===== config.mk =====
export PLATFORM = sky130hd
export DESIGN_NAME = fetch_sequencer
export DESIGN_NICKNAME = d
export VERILOG_FILES = /design/src/rtl/bf8b_pkg.sv /design/src/rtl/seq_decode.sv /design/src/rtl/fetch_sequencer.sv
export SDC_FILE = /design/constraint.sdc
export NUM_CORES = 1
export LEC_CHECK = 0
export BUFFER_PORTS_ARGS = -buffer_cell sky130_fd_sc_hd__clkbuf_2
export CORE_MARGIN = 4
export CORE_UTILIZATION = 40
export CTS_CLUSTER_DIAMETER = 40
export DETAILED_ROUTE_END_ITERATION = 10
export GPL_ROUTABILITY_DRIVEN = 1
export PLACE_DENSITY_LB_ADDON = 0.08
export SYNTH_ARGS = -nofsm -noshare
export SYNTH_HDL_FRONTEND = slang
export SYNTH_SLANG_ARGS = --single-unit

===== constraint.sdc =====
create_clock -name clk -period 5.3 [get_ports clk]
set_input_delay 0.265 -clock clk [delete_from_list [all_inputs] [get_ports clk]]
set_output_delay 0.265 -clock clk [all_outputs]
set_load 0.1 [all_outputs]

===== src/rtl/bf8b_pkg.sv =====
`default_nettype none
// ============================================================================
//  Module      : bf8b_pkg
//  Description : Shared opcode map, sequencer state encoding and decode helper
//                for the eightbit core (used by the sequencer and the ALU).
//  Revision    : 1.0  initial release
// ============================================================================
package bf8b_pkg;

   // Opcode map
   localparam logic [7:0] OP_NOP      = 8'h00;
   localparam logic [7:0] OP_LDA_I    = 8'h01;
   localparam logic [7:0] OP_LDB_I    = 8'h02;
   localparam logic [7:0] OP_LDA_M    = 8'h03;
   localparam logic [7:0] OP_STA      = 8'h04;
   localparam logic [7:0] OP_JMP      = 8'h05;
   localparam logic [7:0] OP_JZ       = 8'h06;
   localparam logic [7:0] OP_ALU_BASE = 8'h10;
   localparam logic [7:0] OP_ALU_LAST = 8'h17;
   localparam logic [7:0] OP_HLT      = 8'hFF;

   // Sequencer states
   typedef enum logic [3:0] {
      S_FETCH = 4'd0,
      S_FWAIT = 4'd1,
      S_DECODE = 4'd2,
      S_OPND  = 4'd3,
      S_OWAIT = 4'd4,
      S_EXEC  = 4'd5,
      S_MWAIT = 4'd6,
      S_WB    = 4'd7,
      S_HALT  = 4'd8
   } seq_state_t;

   // True for opcodes executed by the ALU
   function automatic logic is_alu_op(input logic [7:0] op);
      return (op >= OP_ALU_BASE) && (op <= OP_ALU_LAST);
   endfunction

endpackage : bf8b_pkg
`default_nettype wire


===== src/rtl/seq_decode.sv =====
`default_nettype none
// ============================================================================
//  Module      : seq_decode
//  Description : Combinational opcode classifier for the fetch sequencer.
//  Revision    : 1.0  initial release
// ============================================================================
module seq_decode
   import bf8b_pkg::*;
(
   input  logic [7:0] opcode,
   output logic       is_alu,
   output logic       two_byte,
   output logic       is_halt,
   output logic       illegal
);

   logic w_is_nop;

   // Classify the opcode; anything unrecognised is flagged illegal
   always_comb begin
      is_alu   = is_alu_op(opcode);
      two_byte = (opcode >= OP_LDA_I) && (opcode <= OP_JZ);
      is_halt  = (opcode == OP_HLT);
      w_is_nop = (opcode == OP_NOP);
      illegal  = !(w_is_nop || two_byte || is_alu || is_halt);
   end

endmodule : seq_decode
`default_nettype wire


===== src/rtl/fetch_sequencer.sv =====
`default_nettype none
// ============================================================================
//  Module      : fetch_sequencer
//  Description : Instruction fetch/decode/sequence stage of the eightbit core.
//                Owns the PC, drives the memory bus and issues register,
//                store, jump and ALU strobes.
//  Revision    : 1.0  initial release
// ============================================================================
module fetch_sequencer
   import bf8b_pkg::*;
#(
   parameter logic [7:0] RESET_PC = 8'h00
) (
   input  logic       clk,
   input  logic       rst_n,
   input  logic [7:0] data_in,
   output logic [7:0] addr,
   output logic [7:0] data_out,
   output logic       we,
   input  logic [7:0] a_val,
   output logic [7:0] inst,
   output logic       alu_en,
   output logic       a_we,
   output logic       b_we,
   output logic [7:0] wdata,
   output logic       halted,
   output logic       illegal
);

   seq_state_t r_state;
   seq_state_t w_next_state;
   logic [7:0] r_pc;
   logic [7:0] r_inst;
   logic [7:0] r_operand;
   logic [7:0] r_data_hold;

   logic w_is_alu;
   logic w_two_byte;
   logic w_is_halt;
   logic w_illegal;

   logic [7:0] w_addr;
   logic       w_we;
   logic       w_alu_en;
   logic       w_a_we;
   logic       w_b_we;
   logic       w_illegal_pulse;
   logic       w_halted;

   seq_decode u_decode (
      .opcode   (r_inst),
      .is_alu   (w_is_alu),
      .two_byte (w_two_byte),
      .is_halt  (w_is_halt),
      .illegal  (w_illegal)
   );

   // State register
   always_ff @(posedge clk) begin
      if (!rst_n) begin
         r_state <= S_FETCH;
      end else begin
         r_state <= w_next_state;
      end
   end

   // Next-state and Moore output decode
   always_comb begin
      w_next_state    = r_state;
      w_addr          = r_pc;
      w_we            = 1'b0;
      w_alu_en        = 1'b0;
      w_a_we          = 1'b0;
      w_b_we          = 1'b0;
      w_illegal_pulse = 1'b0;
      w_halted        = 1'b0;
      case (r_state)
         S_FETCH: w_next_state = S_FWAIT;
         S_FWAIT: w_next_state = S_DECODE;
         S_DECODE: begin
            w_alu_en        = w_is_alu;
            w_illegal_pulse = w_illegal;
            if (w_is_halt) begin
               w_next_state = S_HALT;
            end else if (w_two_byte) begin
               w_next_state = S_OPND;
            end else begin
               w_next_state = S_FETCH;
            end
         end
         S_OPND:  w_next_state = S_OWAIT;
         S_OWAIT: w_next_state = S_EXEC;
         S_EXEC: begin
            w_next_state = S_FETCH;
            case (r_inst)
               OP_LDA_I: w_a_we = 1'b1;
               OP_LDB_I: w_b_we = 1'b1;
               OP_LDA_M: begin
                  w_addr       = r_operand;
                  w_next_state = S_MWAIT;
               end
               OP_STA: begin
                  w_addr = r_operand;
                  w_we   = 1'b1;
               end
               default: ;
            endcase
         end
         S_MWAIT: w_next_state = S_WB;
         S_WB: begin
            w_a_we       = 1'b1;
            w_next_state = S_FETCH;
         end
         S_HALT: w_halted = 1'b1;
         default: w_next_state = S_FETCH;
      endcase
   end

   // PC, instruction, operand and store-data registers
   always_ff @(posedge clk) begin
      if (!rst_n) begin
         r_pc        <= RESET_PC;
         r_inst      <= 8'h00;
         r_operand   <= 8'h00;
         r_data_hold <= 8'h00;
      end else begin
         case (r_state)
            S_FWAIT: begin
               r_inst <= data_in;
               r_pc   <= r_pc + 8'h01;
            end
            S_OWAIT: begin
               r_operand <= data_in;
               r_pc      <= r_pc + 8'h01;
            end
            S_EXEC: begin
               if (r_inst == OP_JMP) begin
                  r_pc <= r_operand;
               end else if ((r_inst == OP_JZ) && (a_val == 8'h00)) begin
                  r_pc <= r_operand;
               end else if (r_inst == OP_STA) begin
                  r_data_hold <= a_val;
               end
            end
            S_MWAIT: r_operand <= data_in;
            default: ;
         endcase
      end
   end

   // Strobes are suppressed while reset is asserted so a reset landing in a
   // store or write cycle never reaches memory or the register file.
   always_comb begin
      addr     = w_addr;
      we       = w_we && rst_n;
      alu_en   = w_alu_en && rst_n;
      a_we     = w_a_we && rst_n;
      b_we     = w_b_we && rst_n;
      illegal  = w_illegal_pulse && rst_n;
      halted   = w_halted;
      data_out = (w_we && rst_n) ? a_val : r_data_hold;
      inst     = r_inst;
      wdata    = r_operand;
   end

endmodule : fetch_sequencer
`default_nettype wire


==> results of run 1 <==
[cells by family after synthesis]
logic type                 Yosys count  share of synthesized area (%)
and+or+nand+nor                    100                           28.2
buffers and inverters               16                           3.16
muxes                               33                           17.7
adders and majority gates            1                          0.632
DFF                                 36                           36.4
AOI/OAI and AO/OA                   44                           13.9
[stage by stage]
step           total power, µW  setup WS, ns  utilization [%]
6_report                   717          2.23             50.2
5_1_grt                    752          2.03             50.2
4_1_cts                    724          2.24             50.2
3_5_place_dp               522          2.57             48.3
3_3_place_gp               522          2.61             48.3
2_1_floorplan              481          1.25                -
[power by group]
part	internal [µW]	total, µW	switching (µW)	leakage [µW]
logic	49.7	206	156	0.000600
registers	285	311	25.2	0.000292
clock network	106	201	94.7	0.0000455
total	441	717	276	0.000938
[routing by layer]
layer  vias up  GRT usage (%)  part of all wire [%]  wire length [µm]
met4         0           6.82                   1.8                95
met5         -              0                     0                 0
met2        43           27.2                    45              2370
li1        941              -                     -                 -
met1       890           23.6                    49              2540
met3        10           4.13                   4.1               216
[cell usage after synthesis, drive strengths merged]
library cell / n
a21oi: 19
a22oi: 1
a311o: 1
a311oi: 2
a31oi: 2
and2: 2
and3: 2
buf: 2
clkbuf: 12
dfxtp: 36
ha: 1
inv: 2
mux2: 16
mux2i: 17
nand2: 27
nand2b: 3
nand3: 7
nand3b: 1
nand4: 1
nand4bb: 1
nor2: 27
nor2b: 1
nor3: 9
nor3b: 2
nor4: 5
nor4b: 2
nor4bb: 1
o2111a: 1
o211ai: 1
o21a: 1
o21ai: 9
o311ai: 2
o31a: 1
o31ai: 3
o41ai: 1
or3: 6
or4: 3
[state kept, by name (all words and copies together), names as in the netlist]
name / count
r_data_hold: 8
r_pc: 8
r_state: 4
wdata: 8
inst: 8
[worst max-delay path: stages (launching register included)]
cell	delay [ns]
dfxtp_1	0.47
nor4bb_2	0.32
buf_4	0.27
nand2_1	0.15
nor4_4	0.52
mux2_2	0.40
clkbuf_2	0.37
[path summary, 6_finish.rpt]
path	startpoint	end	depth (start not counted)	slack [ns]
hold / removal	data_in[0]	inst[0]$_SDFFE_PN0P_	3	0.22
setup / recovery	r_state[2]$_SDFFE_PN0N_	data_out[3]	6	2.23
setup reg to reg	inst[7]$_SDFFE_PN0P_	r_data_hold[7]$_SDFFE_PN0P_	5	3.10
hold reg to reg	r_data_hold[5]$_SDFFE_PN0P_	r_data_hold[5]$_SDFFE_PN0P_	2	0.50
[cell usage in the layout, fill, tap and decap left out, types with 2 or more instances in the layout]
cell type / count
clkbuf_8: 6
nor3_1: 7
and3_1: 2
or3_1: 5
o311ai_0: 2
nor4_1: 2
and2_1: 2
nand2_1: 27
mux2i_1: 17
or4_1: 2
nand3_1: 7
nand2b_1: 3
mux2_2: 16
o31ai_1: 3
nor3_2: 2
a311oi_1: 2
clkbuf_2: 55
a31oi_1: 2
dfxtp_1: 36
nor4b_1: 2
nor2_1: 27
o21ai_0: 8
clkbuf_1: 2
nor4_4: 3
nor3b_1: 2
inv_1: 2
a21oi_1: 19
[final cells by class]
cell class / count / area, µm²
Fill cell: 492 / 2370
Multi-Input combinational cell: 178 / 1200
Sequential cell: 36 / 721
Timing Repair Buffer: 56 / 283
Clock buffer: 8 / 90.1
Tap cell: 67 / 83.8
Inverter: 2 / 7.51
==> results.sh, run 1 <==
export IMPL_postSynthCellCount=230
export IMPL_cellPowerDensity_mw_per_mm2=300
export IMPL_hold_buffers=0
export IMPL_syn_nets=249
export IMPL_max_slew_margin_pct=30.3
export IMPL_ys_warn_count=0
export IMPL_grt_total_usage_pct=17.6
export IMPL_hpwl_um=3810
export IMPL_finalNonFillerCells=347
export IMPL_drt_iter0_drc=80
export IMPL_cp_end_kind="output pin"
export IMPL_ys_seq_area_share_pct=36.4
export IMPL_postCtsSetupBuffers=0
export IMPL_numCtsBuffers=5
export IMPL_outcome="complete, no violations"
export IMPL_syn_area_per_cell_um2=8.61
export IMPL_root_buffer="clkbuf_8"
export IMPL_p_leak_uw=0.000938
export IMPL_postPlaceCellArea_mm2=0.00230
export IMPL_grt_max_degree=34
export IMPL_grt_overflow=0
export IMPL_finalWirelength_um=5220
export IMPL_cts_max_level=2
export IMPL_worst_slew_pin_slew_ns=1.04
export IMPL_area_delta_synth_final_pct=20.6
export IMPL_drv_cap=0
export IMPL_synth_area_leaders="dfxtp_1, mux2_2, mux2i_1"
export IMPL_criticalPathCategory="register to output pin"
export IMPL_antenna_found_initial=0
export IMPL_clock_path_buffers=2
export IMPL_synth_area_mm2=0.00198
export IMPL_synth_top_area_cell="dfxtp_1"
export IMPL_cts_clk_slew_worst_paths_ns=0.07
export IMPL_clock_latency_ns=0.29
export IMPL_portBuffers=55
export IMPL_start_util_pct=41.7
export IMPL_via_per_inst=5.43
export IMPL_cts_tree="yes"
export IMPL_coreArea_mm2=0.00475
export IMPL_fin_area_mm2=0.00239
export IMPL_finalClockSkew_ns=0.00617
export IMPL_nNetsFinal=298
export IMPL_hold_viol_final=0
export IMPL_post_cts_resized=0
export IMPL_setup_viol=0
export IMPL_crit_fanout=20
export IMPL_synth_seq_cells=36
export IMPL_drc=0
export IMPL_grt_pass1_vias=1792
export IMPL_gp_congestion=0.824
export IMPL_fin_worst_hold_slack_ns=0.224
export IMPL_clock_sinks=36
export IMPL_netlist_area_leader_share_pct=36.4
export IMPL_layout_min_cycle_time_ns=3.07
export IMPL_fin_crit_sh_pct=57.9
export IMPL_drive_above_1_share_pct=31.4
export IMPL_critPathLaunchType="register"
export IMPL_diodes=0
export IMPL_min_path_type="input pin to register"
export IMPL_setup_tns_ns=0
export IMPL_dieArea_mm2=0.00614
export IMPL_slew_violations=0
export IMPL_synth_distinct_cells=42
export IMPL_dp_cells=339
export IMPL_fp_row_count=25
export IMPL_arrival_ns=2.80
export IMPL_drt_first_pass_iters=4
export IMPL_ant_nets=0
export IMPL_io_pins=56
export IMPL_grt_pass1_wl_um=8460
export IMPL_die_w_um=78.4
export IMPL_rsz0062_at_grt="no"
export IMPL_crit_required_ns=5.04
export IMPL_fmax_mhz=326
export IMPL_wl_per_cell_um=15.0
export IMPL_num_vias=1884
export IMPL_die_y_um=78.4
export IMPL_ir_drop_mv=0.173
No activity file was read; power rests on OpenSTA's default activity.
==> run 2, diff against run 1 <==
Clock period 5.3 ns to 3.05 ns, I/O delays scaled along.
==> run 2 against run 1 <==
Effect of this change:
- count of clock-buffer cells in the layout is 2 lower
- sequential cell count stayed put
- critical endpoint is now addr[1]
- critical path type unchanged
- sequential share of layout area is 1.9 points lower
==> results.sh, run 2 (synthesized netlist as in run 1, its figures left out) <==
export IMPL_fmax_mhz=359
export IMPL_slew_violations=0
export IMPL_r2r_cells=5
export IMPL_num_vias=1861
export IMPL_io_pins=56
export IMPL_drt_iter0_drc=72
export IMPL_cts_clk_slew_worst_paths_ns=0.07
export IMPL_drc=0
export IMPL_cp_slowest_cell="nor4_4"
export IMPL_p_sw_uw=493
export IMPL_min_path_type="input pin to register"
export IMPL_max_slew_margin_pct=43.3
export IMPL_switching_share_pct=38.8
export IMPL_gp_congestion=0.799
export IMPL_reg2reg_to="r_state[2]$_SDFFE_PN0N_"
export IMPL_crit_family="simple AND/OR/NAND/NOR gates"
export IMPL_cp_num_buf_inv=1
export IMPL_clock_path_buffers=2
export IMPL_grt_pass1_vias=1823
export IMPL_finalWirelength_um=5410
export IMPL_ant_nets=0
export IMPL_clock_latency_ns=0.29
export IMPL_clock_sinks=36
export IMPL_nNetsFinal=302
export IMPL_postCtsSetupBuffers=0
export IMPL_worst_slew_pin_slew_ns=0.846
export IMPL_criticalPathCategory="register to output pin"
export IMPL_portBuffers=55
export IMPL_hold_buffers=0
export IMPL_coreArea_mm2=0.00475
export IMPL_power_share_clock_pct=27.4
export IMPL_drt_first_pass_iters=4
export IMPL_drive_above_1_share_pct=37.3
export IMPL_cts_max_level=2
export IMPL_rr_startpoint="inst[7]$_SDFFE_PN0P_"
export IMPL_diodes=0
export IMPL_root_buffer="clkbuf_8"
export IMPL_comb_power_share_pct=29.7
export IMPL_wl_per_cell_um=15.4
export IMPL_grt_max_degree=23
export IMPL_fin_area_mm2=0.00263
export IMPL_critPathCapture="addr[1]"
export IMPL_postPlaceCellArea_mm2=0.00254
export IMPL_fp_row_count=25
export IMPL_total_power_uw=1270
export IMPL_grt_overflow=0
export IMPL_seqPwrFrac_pct=42.9
export IMPL_critPathLaunchType="register"
export IMPL_hpwl_um=4040
export IMPL_crit_fanout=8
export IMPL_drv_cap=0
export IMPL_via_per_inst=5.30
export IMPL_reg2reg_slack_ns=0.98
export IMPL_hold_viol_final=0
export IMPL_layout_min_cycle_time_ns=2.79
export IMPL_cellPowerDensity_mw_per_mm2=482
export IMPL_dieArea_mm2=0.00614
export IMPL_final_common_cell="clkbuf_2"
export IMPL_setup_viol=0
export IMPL_final_util_pct=55.3
export IMPL_die_w_um=78.4
export IMPL_p_int_uw=776
export IMPL_grt_total_usage_pct=18.8
export IMPL_crit_required_ns=2.90
export IMPL_cp_depth=4
export IMPL_die_y_um=78.4
export IMPL_start_util_pct=41.7
export IMPL_rsz0062_at_grt="no"
export IMPL_path_cells="or4_4, nor4_4, mux2_2, clkbuf_2"
export IMPL_p_leak_uw=0.00103
export IMPL_ir_drop_mv=0.311
export IMPL_slowest_delay_ns=0.63
export IMPL_finalClockSkew_ns=0.00634
export IMPL_area_delta_synth_final_pct=32.8
export IMPL_final_cell_mix="clkbuf_2, nand2_1, nor2_1, dfxtp_1, a21oi_1"
export IMPL_fin_crit_sh_pct=91.3
export IMPL_antenna_found_initial=0
export IMPL_outcome="complete, no violations"
export IMPL_cp_end_kind="output pin"
export IMPL_grt_pass1_wl_um=9110
export IMPL_arrival_ns=2.63
export IMPL_numCtsBuffers=5
export IMPL_crit_start="inst[7]$_SDFFE_PN0P_"
export IMPL_cts_tree="yes"
export IMPL_post_cts_resized=0
[run 2: cell types whose count changed in the layout (fill, tap and decap cells not counted), moves of 2 or more]
cell	delta
clkbuf_1	-2
dfxtp_4	+5
clkinv_2	+2
clkbuf_2	-9
buf_12	+9
dfxtp_1	-9
dfxtp_2	+4
buf_4	+4
[run 2: area by class of cell]
type	count	area [µm²]
clock buffer	6	82.6
clock inverter	2	10.0
fill	466	2120
timing repair buffer	60	448
tap	67	83.8
multi-input combinational	178	1250
sequential	36	744
inverter	2	7.51
[run 2: worst min path at each step]
stage	startpoint	endpoint	slack (ns)	cells after the start
after floorplan	data_in[4]	inst[4]$_SDFFE_PN0P_	0.28	2
after global placement	data_in[1]	inst[1]$_SDFFE_PN0P_	0.40	3
after detailed placement	data_in[1]	inst[1]$_SDFFE_PN0P_	0.40	3
after CTS	data_in[1]	inst[1]$_SDFFE_PN0P_	0.09	3
after global routing	data_in[0]	inst[0]$_SDFFE_PN0P_	0.12	3
final	data_in[2]	inst[2]$_SDFFE_PN0P_	0.10	3
[run 2: per-stage QoR]
step	hold WS [ns]	setup slack [ns]	std cells	setup TNS, ns
after floorplan	0.278	-0.0286	230	-0.229
after global placement	0.398	0.569	343	0
after detailed placement	0.404	0.572	343	0
after CTS	0.0924	0.246	351	0
after global routing	0.119	0.121	351	0
final	0.104	0.264	351	0
[run 2: power by group through the flow]
stage / Sequential, µW / Combinational, µW / Clock (µW)
floorplan: 638 / 217 / 0
global placement: 555 / 377 / 0
detailed placement: 555 / 377 / 0
CTS: 544 / 379 / 361
global route: 551 / 401 / 383
finish: 545 / 376 / 348
[run 2: worst min-delay path, cell delays in order]
cell      delay, ns
clkbuf_2       0.10
nand2_1        0.05
a21oi_1        0.05
[run 2: metal layers]
metal | GRT usage (%) | wire length (µm) | vias to the layer above
met2 | 28.9 | 2390 | 51
met1 | 25.3 | 2630 | 860
li1 | - | - | 944
met3 | 5.05 | 298 | 6
met5 | 0 | 0 | -
met4 | 6.47 | 94 | 0
==> run 3, diff against run 2 <==
Settings changed: PLACE_DENSITY_LB_ADDON 0.08 to 0.1, RECOVER_POWER from default to 25.
==> run 3 against run 2 <==
Effect of this change:
- utilization down 0.42 points
- routed wire length down 2.5%
- clock power up 4%
- register-to-register slack about the same
- combinational power down 1%
- clock skew up 0.0027 ns
- global-route usage down 0.88 points
- final cell count unchanged
- sequential share of layout area up 0.22 points
- critical path type unchanged
- critical endpoint unchanged
==> results.sh, run 3 (synthesized netlist as in run 1, its figures left out) <==
export IMPL_post_cts_resized=0
export IMPL_finalNonFillerCells=351
export IMPL_cellPowerDensity_mw_per_mm2=490
export IMPL_rr_startpoint="inst[7]$_SDFFE_PN0P_"
export IMPL_grt_pass1_vias=1724
export IMPL_outcome="complete, no violations"
export IMPL_total_power_uw=1280
export IMPL_timing_final_ws_setup_ns=0.291
export IMPL_reg2reg_slack_ns=0.99
export IMPL_n_fill_cell=461
export IMPL_hold_viol_final=0
export IMPL_criticalPathCategory="register to output pin"
export IMPL_cp_slowest_cell="nor4_4"
export IMPL_path_cells="or4_4, nor4_4, mux2_2, clkbuf_2"
export IMPL_p_leak_uw=0.000968
export IMPL_grt_pass1_wl_um=8610
export IMPL_grt_max_degree=22
export IMPL_drc=0
export IMPL_arrival_ns=2.61
export IMPL_rsz0062_at_grt="no"
export IMPL_coreArea_mm2=0.00475
export IMPL_dieArea_mm2=0.00614
export IMPL_start_util_pct=41.7
export IMPL_finalWirelength_um=5270
export IMPL_drt_first_pass_iters=4
export IMPL_die_y_um=78.4
export IMPL_final_common_cell="clkbuf_2"
export IMPL_ant_nets=0
export IMPL_die_w_um=78.4
export IMPL_holdPathStages=3
export IMPL_gp_congestion=0.767
export IMPL_grt_overflow=0
export IMPL_clock_latency_ns=0.29
export IMPL_numCtsBuffers=5
export IMPL_setup_viol=0
export IMPL_max_slew_margin_pct=21.0
export IMPL_hold_end="inst[1]$_SDFFE_PN0P_"
export IMPL_drv_cap=0
export IMPL_hold_buffers=0
export IMPL_nNetsFinal=302
export IMPL_layout_min_cycle_time_ns=2.76
export IMPL_pre_cts_slack_ns=0.584
export IMPL_clock_path_buffers=2
export IMPL_final_cell_mix="clkbuf_2, nand2_1, nor2_1, dfxtp_1, a21oi_1"
export IMPL_worst_slew_pin_slew_ns=1.19
export IMPL_clock_sinks=36
export IMPL_worstHoldStart="data_in[1]"
export IMPL_cp_end_kind="output pin"
export IMPL_cts_tree="yes"
export IMPL_postCtsSetupBuffers=0
export IMPL_wl_per_cell_um=15.0
export IMPL_slowest_delay_ns=0.60
export IMPL_portBuffers=55
export IMPL_io_pins=56
export IMPL_min_path_type="input pin to register"
export IMPL_num_vias=1895
export IMPL_cts_clk_slew_worst_paths_ns=0.08
export IMPL_reg2reg_to="r_state[2]$_SDFFE_PN0N_"
export IMPL_via_per_inst=5.40
export IMPL_ir_drop_mv=0.421
export IMPL_drive_above_1_share_pct=31.3
export IMPL_diodes=0
export IMPL_finalClockSkew_ns=0.00900
export IMPL_fp_row_count=25
export IMPL_dp_cells=343
export IMPL_cts_max_level=2
export IMPL_area_delta_synth_final_pct=31.8
export IMPL_crit_required_ns=2.90
export IMPL_root_buffer="clkbuf_8"
export IMPL_fin_crit_sh_pct=90.4
export IMPL_critPathLaunchType="register"
export IMPL_setup_tns_ns=0
export IMPL_antenna_found_initial=0
export IMPL_drt_iter0_drc=71
export IMPL_hpwl_um=3890
export IMPL_crit_fanout=8
export IMPL_fmax_mhz=363
export IMPL_r2r_cells=5
export IMPL_slew_violations=0
export IMPL_grt_total_usage_pct=17.9
==> run 3: metrics by stage <==
step | instance area [µm²] | hold slack (ns) | utilization, %
2_1_floorplan | 2070 | 0.278 | -
6_report | 2610 | 0.0913 | 54.9
4_1_cts | 2630 | 0.0793 | 55.3
5_1_grt | 2610 | 0.0915 | 54.9
3_5_place_dp | 2540 | 0.398 | 53.4
3_3_place_gp | 2540 | 0.397 | 53.4
==> run 3: per-layer routing <==
| layer | share of wire [%] | vias up | global-route usage (%) |
|---|---|---|---|
| li1 | - | 946 | - |
| met3 | 5.8 | 9 | 4.59 |
| met5 | 0 | - | 0 |
| met1 | 50 | 875 | 25.6 |
| met2 | 42 | 65 | 25.1 |
| met4 | 2.2 | 0 | 7.69 |
==> run 3: how the worst max path moves through the flow <==
stage | startpoint | slack (ns) | endpoint | cells past startpoint
floorplan | inst[6]$_SDFFE_PN0P_ | -0.03 | data_out[0] | 4
global placement | inst[7]$_SDFFE_PN0P_ | 0.59 | addr[7] | 4
detailed placement | inst[7]$_SDFFE_PN0P_ | 0.58 | addr[3] | 4
CTS | inst[7]$_SDFFE_PN0P_ | 0.27 | addr[3] | 4
global route | inst[7]$_SDFFE_PN0P_ | 0.20 | addr[2] | 4
finish | inst[7]$_SDFFE_PN0P_ | 0.29 | addr[1] | 4
==> run 3: power by group <==
group	switching, µW	leakage [µW]	internal (µW)	total (µW)
Combinational	276	0.000621	95.6	372
Clock	177	0.0000488	184	361
Sequential	47.9	0.000298	497	545
Total	501	0.000968	777	1280
==> run 3: critical path, delay by kind of cell (launching register included) <==
kind | cells | cell delay [ns]
buffers and inverters | 1 | 0.37
AND/OR/NAND/NOR | 2 | 1.18
multiplexers | 1 | 0.41
flip-flops | 1 | 0.36
==> run 3: final cells by class <==
class	instances	area, µm²	share of cell area [%]
Multi-Input combinational cell	178	1250	48.0
Sequential cell	36	744	28.5
Inverter	2	7.51	0.288
Clock buffer	7	86.3	3.31
Tap cell	67	83.8	3.21
Timing Repair Buffer	60	428	16.4
Clock inverter	1	6.26	0.240
